--- config.mk ---
export PLATFORM = sky130hd
export DESIGN_NAME = halfband_sched
export DESIGN_NICKNAME = d
export VERILOG_FILES = /design/src/rtl/halfband_sched_pkg.sv /design/src/rtl/halfband_strobe_gen.sv /design/src/rtl/halfband_sched.sv
export SDC_FILE = /design/constraint.sdc
export NUM_CORES = 1
export LEC_CHECK = 0
export CAP_MARGIN = 40
export CORE_MARGIN = 2
export CORE_UTILIZATION = 35
export CTS_CLUSTER_DIAMETER = 120
export DETAILED_ROUTE_END_ITERATION = 10
export HOLD_SLACK_MARGIN = 0.03
export SYNTH_ARGS = -nofsm -noshare
export SYNTH_HDL_FRONTEND = slang
export SYNTH_HIERARCHICAL = 1
export SYNTH_SLANG_ARGS = --single-unit
--- constraint.sdc ---
create_clock -name sys_clk -period 4.9 [get_ports sys_clk]
set_input_delay 0.98 -clock sys_clk [delete_from_list [all_inputs] [get_ports sys_clk]]
set_output_delay 0.98 -clock sys_clk [all_outputs]
set_load 0.01 [all_outputs]
--- src/rtl/halfband_sched_pkg.sv ---
// Shared definitions for the halfband coefficient scheduler: default
// coefficient set, bank-swap FSM states and parameter defaults.
package halfband_sched_pkg;

    localparam int WIDTH_DEF = 18;
    localparam int NCOEF_DEF = 8;

    localparam int DEF_COEF [8] = '{-348, 0, 3274, 0, -15925, 0, 78535, 131072};

    typedef enum logic [1:0] {
        ST_IDLE,
        ST_PENDING,
        ST_FILL
    } state_t;

    // Indices beyond the stored default set reset to zero.
    function automatic int default_coef(input int idx);
        return (idx >= 0 && idx < 8) ? DEF_COEF[idx] : 0;
    endfunction

endpackage

--- src/rtl/halfband_strobe_gen.sv ---
// Sample-rate divider: free-running 0..DIV-1 counter with the sample strobe,
// the double-rate strobe and the halfband phase bit.
module halfband_strobe_gen #(
    parameter int DIV = 16
) (
    input  logic sys_clk,
    input  logic reset,
    output logic sam_clk_en,
    output logic sys_clk2_en,
    output logic phase
);

    localparam int CNT_W = $clog2(DIV);

    logic [CNT_W-1:0] count_reg;
    logic [CNT_W-1:0] count_next;
    logic             phase_reg;

    assign sam_clk_en  = (count_reg == CNT_W'(DIV - 1));
    assign sys_clk2_en = sam_clk_en || (count_reg == CNT_W'(DIV / 2 - 1));
    assign phase       = phase_reg;

    always_comb begin
        count_next = count_reg + 1'b1;
        if (sam_clk_en) begin
            count_next = '0;
        end
    end

    always_ff @(posedge sys_clk) begin
        if (reset) begin
            count_reg <= '0;
            phase_reg <= 1'b0;
        end else begin
            count_reg <= count_next;
            if (sys_clk2_en) begin
                phase_reg <= ~phase_reg;
            end
        end
    end

endmodule

--- src/rtl/halfband_sched.sv ---
// Halfband filter coefficient scheduler: double-buffered coefficient bank
// swapped only on a sample boundary, followed by a pipeline-flush interval.
module halfband_sched
    import halfband_sched_pkg::*;
#(
    parameter int WIDTH = WIDTH_DEF,
    parameter int NCOEF = NCOEF_DEF,
    parameter int DIV   = 16,
    parameter int FILL  = 5
) (
    input  logic                   sys_clk,
    input  logic                   reset,
    output logic                   sam_clk_en,
    output logic                   sys_clk2_en,
    output logic                   phase,
    input  logic                   coef_wr_en,
    input  logic [2:0]             coef_addr,
    input  logic [WIDTH-1:0]       coef_data,
    input  logic                   coef_commit,
    output logic [NCOEF*WIDTH-1:0] coef_active,
    output logic                   commit_ack,
    output logic                   wr_err,
    output logic                   out_valid
);

    localparam int FILL_W = $clog2(FILL + 1);

    state_t            state_reg, state_next;
    logic [FILL_W-1:0] fill_cnt_reg, fill_cnt_next;
    logic              out_valid_reg, out_valid_next;
    logic              wr_err_reg, wr_err_next;
    logic              fill_done;
    logic              wr_allowed;

    logic [WIDTH-1:0] shadow_reg [NCOEF];
    logic [WIDTH-1:0] active_reg [NCOEF];

    halfband_strobe_gen #(
        .DIV(DIV)
    ) u_strobe (
        .sys_clk    (sys_clk),
        .reset      (reset),
        .sam_clk_en (sam_clk_en),
        .sys_clk2_en(sys_clk2_en),
        .phase      (phase)
    );

    // The bank is frozen while a swap is pending so the snapshot is well defined.
    assign wr_allowed = coef_wr_en && (state_reg != ST_PENDING);

    always_comb begin
        state_next     = state_reg;
        fill_cnt_next  = '0;
        out_valid_next = out_valid_reg;
        commit_ack     = 1'b0;
        fill_done      = 1'b0;
        wr_err_next    = coef_wr_en && ((state_reg == ST_PENDING) || (int'(coef_addr) >= NCOEF));
        case (state_reg)
            ST_IDLE: begin
                if (coef_commit) begin
                    state_next = ST_PENDING;
                end
            end
            ST_PENDING: begin
                if (sam_clk_en) begin
                    commit_ack     = 1'b1;
                    out_valid_next = 1'b0;
                    state_next     = ST_FILL;
                end
            end
            ST_FILL: begin
                if (coef_commit) begin
                    state_next = ST_PENDING;
                end else if (sys_clk2_en) begin
                    if (fill_cnt_reg == FILL_W'(FILL - 1)) begin
                        fill_done      = 1'b1;
                        out_valid_next = 1'b1;
                        state_next     = ST_IDLE;
                    end else begin
                        fill_cnt_next = fill_cnt_reg + 1'b1;
                    end
                end else begin
                    fill_cnt_next = fill_cnt_reg;
                end
            end
            default: begin
                state_next = ST_FILL;
            end
        endcase
    end

    always_ff @(posedge sys_clk) begin
        if (reset) begin
            state_reg     <= ST_FILL;
            fill_cnt_reg  <= '0;
            out_valid_reg <= 1'b0;
            wr_err_reg    <= 1'b0;
        end else begin
            state_reg     <= state_next;
            fill_cnt_reg  <= fill_cnt_next;
            out_valid_reg <= out_valid_next;
            wr_err_reg    <= wr_err_next;
        end
    end

    generate
        for (genvar gi = 0; gi < NCOEF; gi++) begin : g_bank
            localparam logic [WIDTH-1:0] DEF_VAL = WIDTH'(default_coef(gi));

            always_ff @(posedge sys_clk) begin
                if (reset) begin
                    shadow_reg[gi] <= DEF_VAL;
                    active_reg[gi] <= DEF_VAL;
                end else begin
                    if (wr_allowed && (int'(coef_addr) == gi)) begin
                        shadow_reg[gi] <= coef_data;
                    end
                    if (commit_ack) begin
                        active_reg[gi] <= shadow_reg[gi];
                    end
                end
            end

            assign coef_active[gi*WIDTH +: WIDTH] = active_reg[gi];
        end
    endgenerate

    assign out_valid = out_valid_reg;
    assign wr_err    = wr_err_reg;

    logic unused_fill_done;
    assign unused_fill_done = fill_done;

endmodule

==> flow_metrics.env, run 1 <==
export IMPL_outcome="finished, final reports clean"
export IMPL_syn2layout_area_growth_pct=29.1
export IMPL_cap_violations=0
export IMPL_postCtsHoldBufs=0
export IMPL_routedWlPerCell_um=19.2
export IMPL_worstPathRequired_ns=3.92
export IMPL_synth_seq_cells=300
export IMPL_numClockSinks=300
export IMPL_hp_start="fill_cnt_reg[2]"
export IMPL_fin_setup_tns_ns=0
export IMPL_synthTopCellsByArea="edfxtp_1, and2_1, nor2_1, nand2b_1, dfxtp_1"
export IMPL_dieWidth_um=182
export IMPL_h_tree_depth=1
export IMPL_cts_buffers=31
export IMPL_synth_avg_cell_area_um2=15.3
export IMPL_r2r_start="state_reg[1]"
export IMPL_finClkSkew_ns=0.00878
export IMPL_yosys_area_top_type_share_pct=77.6
export IMPL_clk_path_buf_depth=3
export IMPL_ir_worst_vdd_mv=0.242
export IMPL_synth_area_um2=11100
export IMPL_synth_simple_gate_area_share_pct=16.7
export IMPL_grt_max_degree=103
export IMPL_clk_pin_slew_ns=0.06
export IMPL_reg2reg_depth=3
export IMPL_finalCritPeriodShare_pct=63.9
export IMPL_final_util_pct=45.7
export IMPL_power_density_nw_per_um2=370
export IMPL_path_class="reg2out"
export IMPL_yosysWarnings=6
export IMPL_synthAdderAreaFrac_pct=0.337
export IMPL_synth_edff_count=288
export IMPL_grt_pass1_wl_um=38400
export IMPL_route_vias_total=6213
export IMPL_die_h_um=182
export IMPL_grt_pass1_vias=6236
export IMPL_final_cells=1337
export IMPL_start_util_pct=35.4
export IMPL_antenna_found_initial=3
export IMPL_finalCriticalPeriod_ns=3.13
export IMPL_dpl_cell_count=1281
export IMPL_syn_num_nets=756
export IMPL_cts_tree="yes"
export IMPL_seq_area_frac_synth_pct=79.8
export IMPL_drt_initial_drc_count=567
export IMPL_ant_nets=0
export IMPL_yosys_area_top_type="edfxtp_1"
export IMPL_cts_root_buf="clkbuf_16"
export IMPL_synth_compound_area_share_pct=1.17
export IMPL_diodes=0
export IMPL_place_gp_congestion=0.802
export IMPL_port_buffers=174
export IMPL_drc_errors=0
export IMPL_viasPerCell=4.65
export IMPL_fmax_mhz=319
export IMPL_multi_input_area_um2=2090
export IMPL_min_path_type="reg2reg"
export IMPL_fin_nets=940
export IMPL_relSlewSlack_pct=35.6
export IMPL_netlist_instances=728
export IMPL_crit_fanout=8
export IMPL_endpoint_kind="primary output"
export IMPL_p_total_uw=5320
export IMPL_ctsResizeCount=0
export IMPL_placementRows=65
export IMPL_ys_flop_type="edfxtp_1"
export IMPL_slew_violations=0
export IMPL_p_leak_uw=0.00476
export IMPL_arrival_ns=2.15
export IMPL_synth_xor_area_share_pct=0.157
export IMPL_regArea_um2=8890
export IMPL_grt_usage_pct=15.4
export IMPL_synth_cell_type_count=43
export IMPL_cts_setup_buffers=0
export IMPL_synth_async_reset_ratio_pct=0
export IMPL_hold_slack_ns=0.483
export IMPL_die_area_um2=33300
export IMPL_drive_above_1_share_pct=7.81
export IMPL_clk_latency_ns=0.55
export IMPL_rsz0062_at_grt="false"
export IMPL_synth_top_family_by_area="simple AND/OR/NAND/NOR gates"
export IMPL_routed_wl_um=25600
export IMPL_hold_viol=0
export IMPL_synthMuxAreaShare_pct=0.0899
export IMPL_worst_pin_slew_ns=0.958
export IMPL_hpwl_um=17200
export IMPL_hold_depth=2
export IMPL_crit_start="u_strobe/count_reg[0]"
export IMPL_grt_overflow_total=0
export IMPL_setup_viol=0
export IMPL_coreArea_um2=31500
export IMPL_start_kind="flop"
export IMPL_n_fill_cell=2726
export IMPL_dr_pass1_iters=5
export IMPL_ioPinCount=175
-- logic make-up after synthesis --
group / Yosys count
AND/OR/NAND/NOR: 358
flip-flops: 300
buffers and inverters: 45
AO/OA/AOI/OAI: 19
adder cells (fa/ha/maj): 3
XOR/XNOR: 2
multiplexers: 1
-- per-layer routing --
layer / share of wire (%) / global-route usage (%) / vias to the layer above
li1: - / - / 2911
met1: 46 / 21.8 / 3052
met2: 46 / 24.4 / 214
met3: 6.6 / 3.29 / 34
met4: 1.6 / 3.71 / 2
met5: 0.055 / 0 / -
-- where the power goes --
group	total (uW)	leakage, uW	switching, uW	internal (uW)
logic	257	0.00150	155	101
clock network	2140	0.000442	933	1210
registers	2920	0.00282	29.2	2890
total	5320	0.00476	1120	4200
-- through the flow --
stage | worst slack (ns) | area (um2)
3_5_place_dp | 1.26 | 13500
6_report | 1.77 | 14400
2_1_floorplan | 0.248 | 11100
5_1_grt | 1.62 | 14400
3_3_place_gp | 1.28 | 13300
4_1_cts | 1.73 | 14400
-- worst paths after layout --
check                            to  slack, ns
hold / removal      fill_cnt_reg[2]       0.48
setup reg to reg  shadow_reg[0][33]       2.41
hold reg to reg     fill_cnt_reg[2]       0.48
setup / recovery         commit_ack       1.77
-- synth_stat cells, drive strengths merged (2+ instances only) --
| cell type | instances |
|---|---|
| a21oi | 4 |
| or4 | 2 |
| xnor2 | 2 |
| nor3b | 2 |
| nor4 | 2 |
| o21ai | 2 |
| a21o | 5 |
| nor3 | 2 |
| nand3 | 2 |
| clkbuf | 28 |
| and4 | 2 |
| o21bai | 4 |
| and3 | 4 |
| ha | 3 |
| nand3b | 2 |
| or3 | 20 |
| edfxtp | 288 |
| buf | 10 |
| dfxtp | 12 |
| nor2 | 114 |
| inv | 7 |
| nand2 | 51 |
| nand4 | 2 |
| and2 | 108 |
| nand2b | 40 |
-- placed cells by master, fill, tap and decap left out, types with 7 or more instances in the layout --
cell type	instances
or3_1	20
clkbuf_16	31
clkdlybuf4s50_1	174
edfxtp_1	288
nand2_1	51
clkbuf_1	7
nand2b_1	39
dfxtp_1	12
and2_1	107
clkinv_2	7
nor2_1	114
-- critical path, stage by stage (launching register included) --
cell and delay (ns):
dfxtp_1 0.38, ha_1 0.24, and3_2 0.30, and2_1 0.15
clkdlybuf4s50_1 0.54
-- cell type report --
| class | count | area share [%] |
|---|---|---|
| Clock buffer | 38 | 5.58 |
| Clock inverter | 18 | 0.818 |
| Inverter | 7 | 0.183 |
| Multi-Input combinational cell | 383 | 14.5 |
| Sequential cell | 300 | 61.8 |
| Tap cell | 402 | 3.50 |
| Timing Repair Buffer | 189 | 13.6 |
Power figures use the tool's default switching activity.
==> run 2, diff against run 1 <==
==> constraint.sdc (replaced) <==
create_clock -name sys_clk -period 2.8 [get_ports sys_clk]
set_input_delay 0.56 -clock sys_clk [delete_from_list [all_inputs] [get_ports sys_clk]]
set_output_delay 0.56 -clock sys_clk [all_outputs]
set_load 0.01 [all_outputs]
==> run 2 against run 1 <==
  * Worst setup slack lost 1.7 ns
  * Routed wire length grew 1.8%
  * Clock skew grew 0.0056 ns
  * Combinational power grew 85%
==> flow_metrics.env, run 2 (synthesized netlist as in run 1, its figures left out) <==
export IMPL_numClockSinks=300
export IMPL_hold_viol=0
export IMPL_place_gp_congestion=0.791
export IMPL_seqPwrFrac_pct=54.0
export IMPL_final_cells=1352
export IMPL_die_area_um2=33300
export IMPL_port_buffers=174
export IMPL_start_util_pct=35.4
export IMPL_grt_max_degree=99
export IMPL_multi_input_area_um2=2090
export IMPL_finClkSkew_ns=0.0144
export IMPL_start_kind="flop"
export IMPL_final_cell_mix="edfxtp_1, clkdlybuf4s50_1, nor2_1"
export IMPL_dr_pass1_iters=5
export IMPL_cap_violations=0
export IMPL_finalCritPeriodShare_pct=96.4
export IMPL_min_path_type="reg2reg"
export IMPL_die_h_um=182
export IMPL_arrival_ns=2.14
export IMPL_switching_share_pct=21.0
export IMPL_routed_wl_um=26100
export IMPL_dpl_cell_count=1297
export IMPL_cts_buffers=31
export IMPL_clk_latency_ns=0.57
export IMPL_p_total_uw=9450
export IMPL_ir_worst_vdd_mv=0.453
export IMPL_grt_usage_pct=15.5
export IMPL_route_vias_total=6311
export IMPL_finalCriticalPeriod_ns=2.70
export IMPL_drc_errors=0
export IMPL_coreArea_um2=31500
export IMPL_grt_pass1_vias=6332
export IMPL_cp_buffers_inverters=1
export IMPL_routedWlPerCell_um=19.3
export IMPL_power_density_nw_per_um2=650
export IMPL_clk_pin_slew_ns=0.06
export IMPL_path_class="reg2out"
export IMPL_cts_setup_buffers=0
export IMPL_drt_initial_drc_count=508
export IMPL_p_int_uw=7460
export IMPL_clk_path_buf_depth=3
export IMPL_drive_above_1_share_pct=9.38
export IMPL_crit_fanout=8
export IMPL_n_fill_cell=2766
export IMPL_ant_nets=0
export IMPL_relSlewSlack_pct=43.5
export IMPL_grt_pass1_wl_um=38500
export IMPL_grt_overflow_total=0
export IMPL_setup_viol=0
export IMPL_placementRows=65
export IMPL_fin_nets=956
export IMPL_endpoint_kind="primary output"
export IMPL_fmax_mhz=371
export IMPL_dieWidth_um=182
export IMPL_h_tree_depth=1
export IMPL_critPathTopFamily="buffers and inverters"
export IMPL_r2r_slack_ns=0.81
export IMPL_cts_root_buf="clkbuf_16"
export IMPL_slowest_delay_ns=0.54
export IMPL_final_common_cell="edfxtp_1"
export IMPL_antenna_found_initial=2
export IMPL_final_util_pct=46.2
export IMPL_ioPinCount=175
export IMPL_slew_violations=0
export IMPL_pwr_share_comb_pct=5.0
export IMPL_syn2layout_area_growth_pct=30.5
export IMPL_cts_tree="yes"
export IMPL_p_leak_uw=0.00485
export IMPL_cp_slowest_cell="clkdlybuf4s50_1"
export IMPL_hpwl_um=17400
export IMPL_p_switching_uw=1990
export IMPL_worstPathRequired_ns=2.24
export IMPL_rsz0062_at_grt="false"
export IMPL_outcome="finished, final reports clean"
export IMPL_hold_slack_ns=0.482
export IMPL_worst_pin_slew_ns=0.845
export IMPL_regArea_um2=8890
export IMPL_viasPerCell=4.67
export IMPL_clkPwrFrac_pct=40.9
export IMPL_worstPathCellList="ha_1 -> and3_4 -> and2_1 -> clkdlybuf4s50_1"
## run 2: routing by layer
| metal | vias up | share of wire, % | global-route usage (%) |
|---|---|---|---|
| met3 | 44 | 6.9 | 3.75 |
| met1 | 3100 | 43 | 21.1 |
| met5 | - | 0.061 | 0 |
| met2 | 221 | 48 | 25.1 |
| li1 | 2944 | - | - |
| met4 | 2 | 2.3 | 4.16 |
## run 2: layout make-up
class	count	share of cell area [%]
inverter	7	0.181
clock inverter	17	1.07
tap	402	3.46
sequential	300	61.2
timing repair buffer	205	14.2
clock buffer	37	5.49
multi-input combinational	383	14.4
antenna	1	0.0172
## run 2: what timing repair did
| action | CTS | global route |
|---|---|---|
| endpoints found under the setup margin | 0 | 1 |
| hold endpoints to repair | 0 | 0 |
| gates resized for setup | 0 | 1 |
| hold buffers | 0 | 0 |
## run 2: metrics by stage
step                setup TNS (ns)  worst slack (ns)  instance area [um2]
finish                           0             0.102                14500
floorplan                        0             0.219                11100
CTS                              0            0.0191                14500
detailed placement               0             0.174                13600
global route                     0          0.000460                14500
global placement           -0.0275           -0.0194                13600
## run 2: worst paths after layout
path                               from               end  cells after the start
setup / recovery  u_strobe/count_reg[0]        commit_ack                      4
hold reg to reg               out_valid         out_valid                      2
hold / removal                out_valid         out_valid                      2
setup reg to reg  u_strobe/count_reg[0]  active_reg[0][3]                      5
## run 2: power groups by stage
stage	Sequential [uW]	Combinational, uW	Clock [uW]
after floorplan	5220	158	0
after global placement	5200	470	0
after detailed placement	5200	481	0
after CTS	5110	482	3950
after global routing	5120	507	4110
final	5110	475	3870
## run 2: worst min-delay path, cell delays in order, from the launching register on
cell and delay, ns:
dfxtp_1 0.31, inv_1 0.05, o22ai_1 0.07
==> run 3, diff against run 2 <==
--- a/config.mk
+++ b/config.mk
@@ -10,6 +10,7 @@
 export CORE_UTILIZATION = 35
 export CTS_CLUSTER_DIAMETER = 120
 export DETAILED_ROUTE_END_ITERATION = 10
+export GPL_ROUTABILITY_DRIVEN = 1
 export HOLD_SLACK_MARGIN = 0.03
 export SYNTH_ARGS = -nofsm -noshare
 export SYNTH_HDL_FRONTEND = slang
==> results of run 3 <==
No change in the layout: final DEF, timing and power equal those of run 2.
